### src/rtl/mul_div_seq.sv
// mul_div_seq: iterative shift-add multiply / restoring divide sequencer feeding ACC and MR.
// Ports:
//   clk, rst                 clock (rising edge), asynchronous active-high reset
//   start, op, clr           start request (IDLE only), 0=multiply 1=divide, clear of held results
//   operand_a, operand_b     multiplicand/dividend, multiplier/divisor
//   busy, done               busy through ITER and DONE, one-cycle completion pulse
//   acc_we, mr_we            ACC/MR write strobes, coincident with done
//   acc_out, mr_out          product high/low half, or remainder/quotient
//   div_by_zero              set with done when a divide had a zero divisor
// Build option: define DIV_SEQ_DIV_EN to include the divider; otherwise op is ignored.
module mul_div_seq #(
  parameter int WIDTH = 16,
  parameter int CNT_W = 5
) (
  input  logic             clk,
  input  logic             rst,
  input  logic             start,
  input  logic             op,
  input  logic             clr,
  input  logic [WIDTH-1:0] operand_a,
  input  logic [WIDTH-1:0] operand_b,
  output logic             busy,
  output logic             done,
  output logic             acc_we,
  output logic             mr_we,
  output logic [WIDTH-1:0] acc_out,
  output logic [WIDTH-1:0] mr_out,
  output logic             div_by_zero
);
  typedef enum logic [1:0] {IDLE, ITER, DONE} state_t;
  state_t state;
  logic [WIDTH-1:0] m, q, a, nxt_a, nxt_q, mul_a, mul_q;
  logic [CNT_W-1:0] cnt;
  logic [WIDTH:0] sum;
  // The carry of A+M is shifted straight back into A, so it never needs its own register.
  always_comb begin
    sum = {1'b0, a} + (q[0] ? {1'b0, m} : '0);
    mul_a = sum[WIDTH:1];
    mul_q = {sum[0], q[WIDTH-1:1]};
  end
`ifdef DIV_SEQ_DIV_EN
  logic is_div;
  logic [WIDTH+1:0] diff;
  logic [WIDTH-1:0] div_a, div_q;
  // The shifted partial remainder needs WIDTH+1 bits; an extra top bit serves as the borrow.
  always_comb begin
    diff = {1'b0, a, q[WIDTH-1]} - {2'b00, m};
    div_a = diff[WIDTH+1] ? {a[WIDTH-2:0], q[WIDTH-1]} : diff[WIDTH-1:0];
    div_q = {q[WIDTH-2:0], ~diff[WIDTH+1]};
    nxt_a = is_div ? div_a : mul_a;
    nxt_q = is_div ? div_q : mul_q;
  end
`else
  logic unused_op;
  assign unused_op = op;
  assign div_by_zero = 1'b0;
  always_comb begin
    nxt_a = mul_a;
    nxt_q = mul_q;
  end
`endif
  always_ff @(posedge clk or posedge rst) begin
    if (rst) begin
      state <= IDLE;
      cnt <= '0;
      m <= '0;
      q <= '0;
      a <= '0;
      busy <= 1'b0;
      done <= 1'b0;
      acc_we <= 1'b0;
      mr_we <= 1'b0;
      acc_out <= '0;
      mr_out <= '0;
`ifdef DIV_SEQ_DIV_EN
      is_div <= 1'b0;
      div_by_zero <= 1'b0;
`endif
    end else begin
      case (state)
        IDLE: begin
          done <= 1'b0;
          acc_we <= 1'b0;
          mr_we <= 1'b0;
          if (clr) begin
            acc_out <= '0;
            mr_out <= '0;
`ifdef DIV_SEQ_DIV_EN
            div_by_zero <= 1'b0;
`endif
          end
          if (start) begin
            m <= operand_b;
            q <= operand_a;
            a <= '0;
            cnt <= '0;
            busy <= 1'b1;
            state <= ITER;
`ifdef DIV_SEQ_DIV_EN
            is_div <= op;
            div_by_zero <= 1'b0;
            if (op && operand_b == '0) begin
              state <= DONE;
              done <= 1'b1;
              acc_we <= 1'b1;
              mr_we <= 1'b1;
              acc_out <= operand_a;
              mr_out <= '1;
              div_by_zero <= 1'b1;
            end
`endif
          end
        end
        ITER: begin
          a <= nxt_a;
          q <= nxt_q;
          cnt <= cnt + 1'b1;
          if (cnt == CNT_W'(WIDTH - 1)) begin
            state <= DONE;
            done <= 1'b1;
            acc_we <= 1'b1;
            mr_we <= 1'b1;
            acc_out <= nxt_a;
            mr_out <= nxt_q;
          end
        end
        DONE: begin
          state <= IDLE;
          busy <= 1'b0;
          done <= 1'b0;
          acc_we <= 1'b0;
          mr_we <= 1'b0;
        end
        default: state <= IDLE;
      endcase
    end
  end
endmodule
### config.mk
export PLATFORM = sky130hd
export DESIGN_NAME = mul_div_seq
export DESIGN_NICKNAME = d
export VERILOG_FILES = /design/src/rtl/mul_div_seq.sv
export SDC_FILE = /design/constraint.sdc
export NUM_CORES = 1
export LEC_CHECK = 0
export ABC_AREA = 1
export BUFFER_PORTS_ARGS = -buffer_cell sky130_fd_sc_hd__buf_4
export CORE_ASPECT_RATIO = 0.9
export CORE_UTILIZATION = 40
export CTS_CLUSTER_DIAMETER = 120
export CTS_CLUSTER_SIZE = 25
export DETAILED_ROUTE_END_ITERATION = 6
export SYNTH_ARGS = -nofsm -noshare
export SYNTH_HDL_FRONTEND = slang
export SYNTH_SLANG_ARGS = --single-unit
### constraint.sdc
create_clock -name clk -period 3.3 [get_ports clk]
set_input_delay 0.165 -clock clk [delete_from_list [all_inputs] [get_ports clk]]
set_output_delay 0.165 -clock clk [all_outputs]
set_load 0.005 [all_outputs]
== Word level (Yosys, flattened, before mapping) ==
Cells that the tools add are included.

* Add/subtract/negate cells: 2
* $mul: 0
* Divide/modulo/power cells: 0
* Magnitude comparators: 0
* Equal/unequal tests: 6
* Shift-type cells: 0
* Muxes and demuxes: 19
* Bitwise logic cells: 0
* Reductions and logical operators: 11

{| class="wikitable"
|+ Operators by type and width
! operator !! count
|-
| 16-bit one-hot mux with 2 select lines || 4
|-
| 16-bit two-way mux || 6
|-
| 16-bit by 16-bit adder with 17-bit output || 1
|-
| 5-bit one-hot mux with 2 select lines || 1
|-
| 2-bit AND reduction || 5
|-
| 2-bit inequality test, second input constant || 3
|-
| 2-bit nonzero test || 3
|-
| 5-bit by 1-bit adder with 5-bit output, second input constant || 1
|-
| 5-bit by 4-bit == test with 1-bit output, second input constant || 1
|-
| 5-bit two-way mux || 1
|-
| 2-bit two-way mux || 2
|-
| 1-bit one-hot mux with 2 select lines || 2
|-
| 2-bit one-hot mux with 2 select lines || 1
|-
| 3-bit AND reduction || 1
|-
| 2-bit by 1-bit == test with 1-bit output, second input constant || 1
|-
| 2-bit == test, second input constant || 1
|-
| 2-bit logical NOT || 1
|-
| 1-bit two-way mux || 2
|-
| 2-bit OR reduction || 1
|}

* Flip-flop bits (word level): 89
* Latch bits: 0
* RAM bits: 0
* Bits in read-only memories: 0
* Input bits: 37
* Output and inout port bits: 37
* Word-level logic and storage cells: 47
* Memories: 0

== Longest topological paths before layout ==
Gate-level depths: netlist of the first run.

* Depth in word-level cells: 4
* Depth in mapped cells: 15
* Mapped depth without buffers: 14

== Worst setup path after synthesis of the first run ==
OpenSTA, ideal clock, no wires.

* Path kind: reg-to-reg
* From: register q[0]
* To: register acc_out[14]
* Library setup time: 0.118 ns
* Arrival: 1.820 ns
* Required time: 3.182 ns
* Setup slack: 1.362 ns
* Stages on the path, launching flop included: 14
* Buffers on the path: 2
* Period minus slack after synthesis: 1.938 ns
* Cell sequence: dfrtp_1 clkbuf_1 clkbuf_1 nand2_1 inv_1 ha_1 nand2_1 inv_1 a21oi_1 nand2_1 nand2_1 nand3_1 nand4_1 nand2_1

* Cells in the longest elaborated chain, start to end: 4

{| class="wikitable"
|+ Ends and longest elaborated chain
! what !! RTL line !! RTL
|-
| from (decl) || 32 || <nowiki>logic [WIDTH-1:0] m, q, a, nxt_a, nxt_q, mul_a, mul_q;</nowiki>
|-
| from (signal assigned) || 94 || <nowiki>q <= operand_a;</nowiki>
|-
| from (signal assigned) || 116 || <nowiki>q <= nxt_q;</nowiki>
|-
| 16-bit two-way mux || 37 || <nowiki>sum = {1'b0, a} + (q[0] ? {1'b0, m} : '0);</nowiki>
|-
| 16-bit by 16-bit adder with 17-bit output || 37 ||
|-
| 16-bit two-way mux || 118 || <nowiki>if (cnt == CNT_W'(WIDTH - 1)) begin</nowiki>
|-
| 16-bit one-hot mux with 2 select lines || 80 || <nowiki>case (state)</nowiki>
|-
| to (signal assigned) || 123 || <nowiki>acc_out <= nxt_a;</nowiki>
|-
| to (decl) || 26 || <nowiki>output logic [WIDTH-1:0] acc_out,</nowiki>
|}

No other way between the ends. The select of a mux whose other input is x is not followed.
A chain may end at the register's enable or synchronous reset.

== Final worst setup path of the first run ==
* From: register q[0]
* To: register a[11]

* Cells in the longest elaborated chain, start to end: 3

{| class="wikitable"
|+ Ends and longest elaborated chain
! what !! RTL line !! RTL
|-
| 16-bit two-way mux || 37 ||
|-
| 16-bit by 16-bit adder with 17-bit output || 37 ||
|-
| 16-bit one-hot mux with 2 select lines || 80 ||
|-
| to (signal assigned) || 115 || <nowiki>a <= nxt_a;</nowiki>
|-
| to (decl) || 32 ||
|}

No other way between the ends.

==> flow_summary.ini, run 1 <==
[routing]
wl_per_cell_um = 12.9
drt-vias-per-instance = 4.69
wirelength_um = 10200
drtPass1Iterations = 4
drt-initial-drc-count = 189
antenna_left = 0
vias = 3686
drc = 0

[clock_network]
path_clk_slew_ns = 0.06
clock_latency_ns = 0.34
cts_resized = 0
clock_path_buffers = 2
cts.htree.levels = 3
numCtsBuffers = 9
clock_sinks = 89
cts_root_buf = clkbuf_16
cts_tree = yes

[yosys]
netlist_instances = 563
synth_fp_nets = 619
synth_warnings = 0
syn_area_sq_um = 4600
synth.avg_cell_area_sq_um = 8.17
yosysUniqueCellTypes = 34
synth-seq-area-share_pct = 48.4
synth-seq-cells = 89

[final_layout]
fillerInstances = 1110
diodes = 0
multiInputGateArea_sq_um = 1980
nets = 685
final_common_cell = nand2_1
syn_to_final_growth_pct = 20.4
seq_area_sq_um = 2230
drive_above_1_share_pct = 19.7
final_cell_mix = nand2_1 (206), dfrtp_1 (89), buf_4 (77)

[setup_path]
crit_path_end_kind = flip-flop
crit_slowest_cell = dfrtp_1
startpoint_type = flip-flop
critPathKind = flip-flop to flip-flop
path_cells = nand2_1, inv_1, ha_1, inv_1, fa_1, inv_1, nand3_1, nand3_1, nand3_1, nand3_1, nand2_1, nand3_1, nand2_1
cp.required_ns = 3.53
cpMostUsedCell = nand3_1
cpPeakStageDelay_ns = 0.74
cp_data_arrival_time_ns = 2.72
crit_path_max_fanout = 17

[floorplanning]
fp.coreArea_sq_um = 11000
die_area_sq_um = 11900
initial_core_util_pct = 41.9
ios = 74
die_w_um = 115
rows = 36
die_h_um = 104

[power_and_ir_drop]
leakage_nw = 3.03
peakVddDrop_mv = 0.463
p_per_area_nw_per_um2 = 1090

[placement]
portBuffers = 71
pre_cts_ws_ns = 0.823
dp_hpwl_um = 7360
gp_congestion = 0.876

[sta]
fin_skew_ns = 0.00552
hold_viol = 0
drv_slew = 0
setup_tns_ns = 0
worst_pin_slew_ns = 0.636
slew_headroom_pct = 57.6
rsz0062_at_grt = false
min_period_ns = 2.49
max_freq_ghz = 0.402
setup_viol = 0
setup_slack_ns = 0.814
timing.final.crit_share_pct = 75.3
holdWs_ns = 0.0528

[global_route]
overflow = 0
grt_pass1_wl_um = 17500
grt_usage_pct = 18.7
grt_start_max_net_pins = 33
antenna_found_initial = 0
grt_pass1_vias = 3538

[run_status]
status = completed

[job]
drv.max_cap_violation_count = 0

[min_path]
min_path_type = input pin to flip-flop
-- critical path: cells and delay by family (launching register included) --
family	cells	cell delay, ns
fa+ha+maj	2	0.53
simple gates	8	0.85
flops	1	0.74
buf+inv	3	0.26
-- metal layers --
layer	GRT usage (%)	vias up	wire [um]
met5	0	-	0
met4	3.90	0	72
met3	4.86	7	415
met2	27.7	63	4360
met1	27.2	1695	5310
li1	-	1921	-
-- through the flow --
stage | total power [mW] | cell area (sq um) | instances | util, %
global placement | 4.97 | 5220 | 769 | 47.5
floorplan | 4.14 | 4600 | 563 | -
CTS | 6.13 | 5540 | 786 | 50.4
finish | 6.05 | 5540 | 786 | 50.4
global route | 6.67 | 5540 | 786 | 50.4
detailed placement | 5.04 | 5220 | 769 | 47.5
-- flip-flops by register name (all words and copies together) (netlist names) --
name and flops:
a 16, acc_out 16, m 16, mr_out 16, q 16, cnt 5, state 2, busy 1
mr_we 1
-- where the power goes --
| part | switching, mW | internal [mW] |
|---|---|---|
| clock | 0.436 | 0.613 |
| combinational | 1.83 | 1.21 |
| sequential | 0.326 | 1.63 |
| total | 2.59 | 3.46 |
-- path summary, 6_finish.rpt --
| path | start | endpoint | slack [ns] | depth (start not counted) |
|---|---|---|---|---|
| setup / recovery | q[0]$_DFFE_PP0P_ | a[11]$_DFFE_PP0P_ | 0.81 | 13 |
| min in group asynchronous | rst | q[4]$_DFFE_PP0P_ | 0.40 | 3 |
| max in group asynchronous | rst | acc_out[5]$_DFFE_PP0P_ | 2.12 | 4 |
| hold / removal | operand_b[12] | m[12]$_DFFE_PP0P_ | 0.05 | 2 |
| setup reg to reg | q[0]$_DFFE_PP0P_ | a[11]$_DFFE_PP0P_ | 0.81 | 13 |
| hold reg to reg | mr_out[12]$_DFFE_PP0P_ | mr_out[12]$_DFFE_PP0P_ | 0.48 | 2 |
-- synth_stat cells (all sizes together) --
master,number,area [sq um]
conb,1,3.75
xor2,1,8.76
nand3,56,280
ha,18,225
clkbuf,4,15.0
mux2,16,180
or2,3,18.8
and2,2,12.5
a211oi,1,7.51
o21ai,32,183
fa,1,20.0
a21oi,12,60.1
nand2,209,802
nand4,9,56.3
dfrtp,89,2230
o31ai,1,7.51
o22ai,2,12.5
inv,66,248
o21a,1,7.51
a22o,1,8.76
nor2,17,73.8
nor3,2,10.0
buf,19,133
-- what timing repair did --
action	in CTS	in global routing
setup buffers	0	0
hold buffers	1	0
hold endpoints to repair	27	0
-- cell type report --
type,instances,share of cell area [%]
clock inverter,5,1.13
multi-input combinational,385,35.7
clock buffer,11,4.38
tap,152,3.43
timing repair buffer,78,10.6
inverter,66,4.50
sequential,89,40.2
-- logic make-up after synthesis --
group                    Yosys count  synth area share [%]
buffers and inverters             89                  8.59
XOR/XNOR                           1                 0.190
flip-flops                        89                  48.4
adder cells (fa/ha/maj)           19                  5.33
AO/OA/AOI/OAI                     50                  6.23
AND/OR/NAND/NOR                  298                  27.3
other                              1                0.0815
multiplexers                      16                  3.92
Note: power is estimated with default switching activity, not from simulation.
==> run 2: changes to the inputs <==
--- a/config.mk
+++ b/config.mk
@@ -5,7 +5,7 @@
 export SDC_FILE = /design/constraint.sdc
 export NUM_CORES = 1
 export LEC_CHECK = 0
-export ABC_AREA = 1
+export ABC_AREA = 0
 export BUFFER_PORTS_ARGS = -buffer_cell sky130_fd_sc_hd__buf_4
 export CORE_ASPECT_RATIO = 0.9
 export CORE_UTILIZATION = 40
==> constraint.sdc (replaced) <==
create_clock -name clk -period 2.49 [get_ports clk]
set_input_delay 0.1245 -clock clk [delete_from_list [all_inputs] [get_ports clk]]
set_output_delay 0.1245 -clock clk [all_outputs]
set_load 0.005 [all_outputs]
==> run 2 against run 1 <==
- the run now ends with design-rule violations left
- largest power group unchanged
- first-iteration DRC count shrank 10%
- critical path depth fell by 4
- non-clock buffer count up 12
- clock skew rose by 0.0018 ns
- count of clock-buffer cells in the layout is 1 lower
- utilization up 2.1 points
- synthesized cell count fell by 27%
- global-route usage decreased by 0.66 points
==> flow_summary.ini, run 2 <==
[final_layout]
utilization_pct = 52.5
final_cells = 625
diodes = 0
nets = 547
final_cell_mix = dfrtp_1 (88), buf_4 (87), nand2_1 (84)
fillerInstances = 959
syn_to_final_growth_pct = 26.1
final_common_cell = dfrtp_1
drive_above_1_share_pct = 29.2

[routing]
drt-initial-drc-count = 170
wirelength_um = 9350
vias = 3201
drc = 18
drtPass1Iterations = 6
antenna_left = 0
wl_per_cell_um = 15.0
drt-vias-per-instance = 5.12

[setup_path]
cp_data_arrival_time_ns = 2.60
crit_slowest_cell = dfrtp_2
critPathKind = flip-flop to flip-flop
worst_r2r_endpoint = a[12]$_DFFE_PP0P_
startpoint_type = flip-flop
path_cells = buf_4, and2_1, ha_1, a21oi_1, a21bo_2, a41o_2, a21o_1, xnor2_2, o22ai_1
r2r_cells = 9
r2r_slack_ns = 0.09
crit_path_max_fanout = 11
crit_start = q[0]$_DFFE_PP0P_
cp.required_ns = 2.69
worstReg2RegStart = q[0]$_DFFE_PP0P_
endpoint = a[12]$_DFFE_PP0P_
crit_path_end_kind = flip-flop
cpPeakStageDelay_ns = 0.45

[sta]
fin_skew_ns = 0.00733
max_freq_ghz = 0.417
slew_headroom_pct = 52.0
setup_slack_ns = 0.0918
min_period_ns = 2.40
rsz0062_at_grt = false
drv_slew = 0
worst_pin_slew_ns = 0.720
timing.final.crit_share_pct = 96.3
holdWs_ns = 0.0157
setup_viol = 0
hold_viol = 0

[floorplanning]
ios = 74
die_w_um = 111
initial_core_util_pct = 41.7
fp.coreArea_sq_um = 10300
die_h_um = 100
die_area_sq_um = 11200
rows = 35

[global_route]
grt_start_max_net_pins = 57
antenna_found_initial = 0
met3_usage_pct = 2.66
busiest_layer = met2
grt_usage_pct = 18.0
overflow = 0
grtUsageMet2_pct = 28.5
grt_pass1_vias = 3251
grt_util_met1_pct = 25.2
grt_pass1_wl_um = 16000

[yosys]
synth_area_leaders = dfrtp_1 (52%), nand2_1 (7.3%), o21ai_0 (6.0%), ha_1 (5.2%), mux2_2 (4.2%)
synth_flop_cell = dfrtp_1
synth-seq-area-share_pct = 51.7
async_reset_ff_share_pct = 100
syn_area_sq_um = 4310
synth_fp_nets = 469
yosysTopAreaCellShare_pct = 51.7
netlist_instances = 413
yosysUniqueCellTypes = 48
synth_warnings = 0
synthTopCellsByCount = dfrtp_1 (89), nand2_1 (84), o21ai_0 (52)
yosys.area.top_type = dfrtp_1
synth-seq-cells = 89
synth_edf_count = 0
synth.avg_cell_area_sq_um = 10.4
yosysMostFrequentCell = dfrtp_1

[clock_network]
clock_sinks = 89
cts_root_buf = clkbuf_16
numCtsBuffers = 9
clock_latency_ns = 0.33
cts.htree.levels = 3
cts_tree = yes
clock_path_buffers = 2
path_clk_slew_ns = 0.07

[placement]
gp_congestion = 0.825
post-place-cells = 608
dp_hpwl_um = 6340
pre_cts_ws_ns = 0.0224
portBuffers = 71

[power_and_ir_drop]
p_per_area_nw_per_um2 = 1210
peakVddDrop_mv = 0.562
leakage_nw = 2.61
total_power_mw = 6.60

[job]
drv.max_cap_violation_count = 0

[run_status]
status = finished, violations left
failed_checks = design-rule violations

[min_path]
min_path_type = input pin to flip-flop
## run 2: stage by stage
stage / TNS [ns] / instance area, sq um
after floorplan: 0 / 4310
after global placement: -0.00991 / 5040
after detailed placement: 0 / 5040
after CTS: 0 / 5350
after global routing: 0 / 5430
final: 0 / 5430
## run 2: metal layers
layer | part of all wire [%] | up-vias
met4 | 0.80 | 0
met1 | 49 | 1550
met3 | 3.0 | 5
met5 | 0 | -
li1 | - | 1591
met2 | 47 | 55
## run 2: worst min path at each step
stage                       start                     end  slack, ns  depth (start not counted)
finish              operand_b[11]       m[11]$_DFFE_PP0P_       0.02                          2
global placement              rst  mr_out[11]$_DFFE_PP0P_       0.27                          2
detailed placement            rst       q[12]$_DFFE_PP0P_       0.28                          2
global route        operand_b[11]       m[11]$_DFFE_PP0P_       0.01                          2
CTS                 operand_b[11]       m[11]$_DFFE_PP0P_       0.01                          2
floorplan           operand_b[14]       m[14]$_DFFE_PP0P_       0.28                          1
## run 2: cell families after synthesis
family | after synthesis | synth area share (%)
AND/OR/NAND/NOR | 120 | 12.3
AO/OA/AOI/OAI | 106 | 15.6
flip-flops | 89 | 51.7
multiplexers | 33 | 8.13
buffers and inverters | 32 | 3.75
adder cells (fa/ha/maj) | 19 | 5.69
XOR/XNOR | 13 | 2.64
other | 1 | 0.0871
## run 2: cell type report
type | instances | area (sq um) | area share [%]
clock buffer | 10 | 229 | 4.22
timing repair buffer | 90 | 703 | 13.0
clock inverter | 6 | 67.6 | 1.24
multi-input combinational | 292 | 2000 | 36.9
tap | 129 | 161 | 2.97
inverter | 9 | 35.0 | 0.645
sequential | 89 | 2230 | 41.0
## run 2: timing repair
| action | 4_1_cts | 5_1_grt |
|---|---|---|
| buffers inserted | 0 | 0 |
| resized for setup | 0 | 16 |
| endpoints found under the hold margin | 39 | 0 |
| setup endpoints to repair | 0 | 15 |
| hold buffers | 1 | 0 |
## run 2: report_power, final
part / total, mW / internal (mW) / switching [mW]
Combinational: 2.85 / 1.32 / 1.53
Clock: 1.34 / 0.781 / 0.564
Sequential: 2.40 / 2.05 / 0.353
## run 2: worst max-delay path, delay by kind of cell, from the launching register on
kind	cells	cell delay, ns
compound gates	5	0.98
flops	1	0.45
fa+ha+maj	1	0.34
buf+inv	1	0.19
xor+xnor	1	0.17
simple gates	1	0.14
==> run 3: changes to the inputs <==
--- a/config.mk
+++ b/config.mk
@@ -9,6 +9,7 @@
 export BUFFER_PORTS_ARGS = -buffer_cell sky130_fd_sc_hd__buf_4
 export CORE_ASPECT_RATIO = 0.9
 export CORE_UTILIZATION = 40
+export CTS_BUF_LIST = sky130_fd_sc_hd__clkbuf_8 sky130_fd_sc_hd__clkbuf_16
 export CTS_CLUSTER_DIAMETER = 120
 export CTS_CLUSTER_SIZE = 25
 export DETAILED_ROUTE_END_ITERATION = 6
==> run 3 against run 2 <==
- sequential share of layout area is the same
- worst setup slack about the same
- the run still ends with design-rule violations left
- sequential power hardly changed
- critical path depth unchanged
- non-clock buffer count stayed put
- cell area unchanged
- utilization stayed put
- total power hardly changed
- critical endpoint unchanged
- die area stayed put
- via count grew 0.31%
==> flow_summary.ini, run 3 (synthesis results as in run 2) <==
[run_status]
status = finished, violations left
failed_checks = design-rule violations

[setup_path]
r2r_slack_ns = 0.09
path_cells = buf_4, and2_1, ha_1, a21oi_1, a21bo_2, a41o_2, a21o_1, xnor2_2, o22ai_1
crit_path_end_kind = flip-flop
cpPeakStageDelay_ns = 0.45
worst_r2r_endpoint = a[12]$_DFFE_PP0P_
crit_path_max_fanout = 11
r2r_cells = 9
cp_data_arrival_time_ns = 2.60
cp.required_ns = 2.69
startpoint_type = flip-flop
critPathKind = flip-flop to flip-flop
worstReg2RegStart = q[0]$_DFFE_PP0P_
cp_num_buf_inv = 1
critPathTopFamily = compound AO/OA/AOI/OAI gates
crit_slowest_cell = dfrtp_2

[power_and_ir_drop]
peakVddDrop_mv = 0.563
p_comb_share_pct = 43.3
seqPwrFrac_pct = 36.4
total_power_mw = 6.59
switchingPower_mw = 2.44
leakage_nw = 2.61
p_per_area_nw_per_um2 = 1210
power.internal_mw = 4.15
p_sw_share_pct = 37.0
power_frac_clock_pct = 20.3

[routing]
drc = 18
drtPass1Iterations = 6
drt-vias-per-instance = 5.14
antenna_left = 0
drt-initial-drc-count = 170
vias = 3211
wl_per_cell_um = 14.9
wirelength_um = 9330

[global_route]
antenna_found_initial = 0
grt_start_max_net_pins = 57
overflow = 0
grt_pass1_wl_um = 16000
grt_usage_pct = 18.0
grt_pass1_vias = 3251

[clock_network]
cts.htree.levels = 3
cts_tree = yes
clock_latency_ns = 0.33
cts_root_buf = clkbuf_16
path_clk_slew_ns = 0.06
clock_sinks = 89
numCtsBuffers = 9
clock_path_buffers = 2
post_cts_buffers = 0

[final_layout]
diodes = 0
final_cell_mix = dfrtp_1 (88), buf_4 (87), nand2_1 (84)
final_area_sq_um = 5430
syn_to_final_growth_pct = 26.1
nets = 547
final_common_cell = dfrtp_1
drive_above_1_share_pct = 29.2

[floorplanning]
initial_core_util_pct = 41.7
fp.coreArea_sq_um = 10300
rows = 35
die_w_um = 111
ios = 74
die_area_sq_um = 11200
die_h_um = 100

[sta]
drv_slew = 0
setup_viol = 0
setup_slack_ns = 0.0920
fin_skew_ns = 0.00545
worst_pin_slew_ns = 0.722
setup_tns_ns = 0
max_freq_ghz = 0.417
hold_viol = 0
min_period_ns = 2.40
timing.final.crit_share_pct = 96.3
rsz0062_at_grt = false
slew_headroom_pct = 51.9

[min_path]
worst_hold_startpoint = operand_b[11]
whs_endpoint = m[11]$_DFFE_PP0P_
holdPathStages = 2
min_path_type = input pin to flip-flop

[placement]
pre_cts_ws_ns = 0.0224
portBuffers = 71
dp_hpwl_um = 6340
gp_congestion = 0.825
post_dp_cell_area_sq_um = 5040

[job]
drv.max_cap_violation_count = 0
run 3: power groups by stage:
stage / registers (mW) / logic, mW / clock network, mW
floorplan: 2.34 / 1.90 / 0
global placement: 2.41 / 2.70 / 0
detailed placement: 2.42 / 2.75 / 0
CTS: 2.40 / 2.78 / 1.39
global route: 2.48 / 3.19 / 1.44
finish: 2.40 / 2.85 / 1.34
run 3: how the worst max path moves through the flow:
stage | cells after the start | start | end
CTS | 11 | q[0]$_DFFE_PP0P_ | a[15]$_DFFE_PP0P_
detailed placement | 11 | q[0]$_DFFE_PP0P_ | acc_out[15]$_DFFE_PP0P_
floorplan | 1 | rst | a[0]$_DFFE_PP0P_
finish | 9 | q[0]$_DFFE_PP0P_ | a[12]$_DFFE_PP0P_
global route | 11 | q[0]$_DFFE_PP0P_ | a[15]$_DFFE_PP0P_
global placement | 10 | q[0]$_DFFE_PP0P_ | a[11]$_DFFE_PP0P_
run 3: routing by layer:
layer,wire (um),global-route usage (%)
met3,345,2.66
met2,4350,28.5
met4,75,6.55
met5,0,0
met1,4570,25.2
run 3: cell type report:
| cell class | count | area (sq um) |
|---|---|---|
| sequential | 89 | 2230 |
| clock inverter | 7 | 71.3 |
| tap | 129 | 161 |
| fill | 959 | 4910 |
| multi-input combinational | 292 | 2000 |
| timing repair buffer | 90 | 703 |
| clock buffer | 9 | 225 |
| inverter | 9 | 35.0 |
run 3: what timing repair did:
item,CTS,global route
endpoints found under the setup margin,0,15
hold endpoints to repair,39,0
resized for setup,0,16
hold buffers,1,0
run 3: stage by stage:
step	hold WS [ns]	std cells	utilization, %
2_1_floorplan	0.276	413	-
3_3_place_gp	0.266	608	48.8
3_5_place_dp	0.276	608	48.8
4_1_cts	0.0117	625	51.8
5_1_grt	0.0121	625	52.5
6_report	0.0178	625	52.5
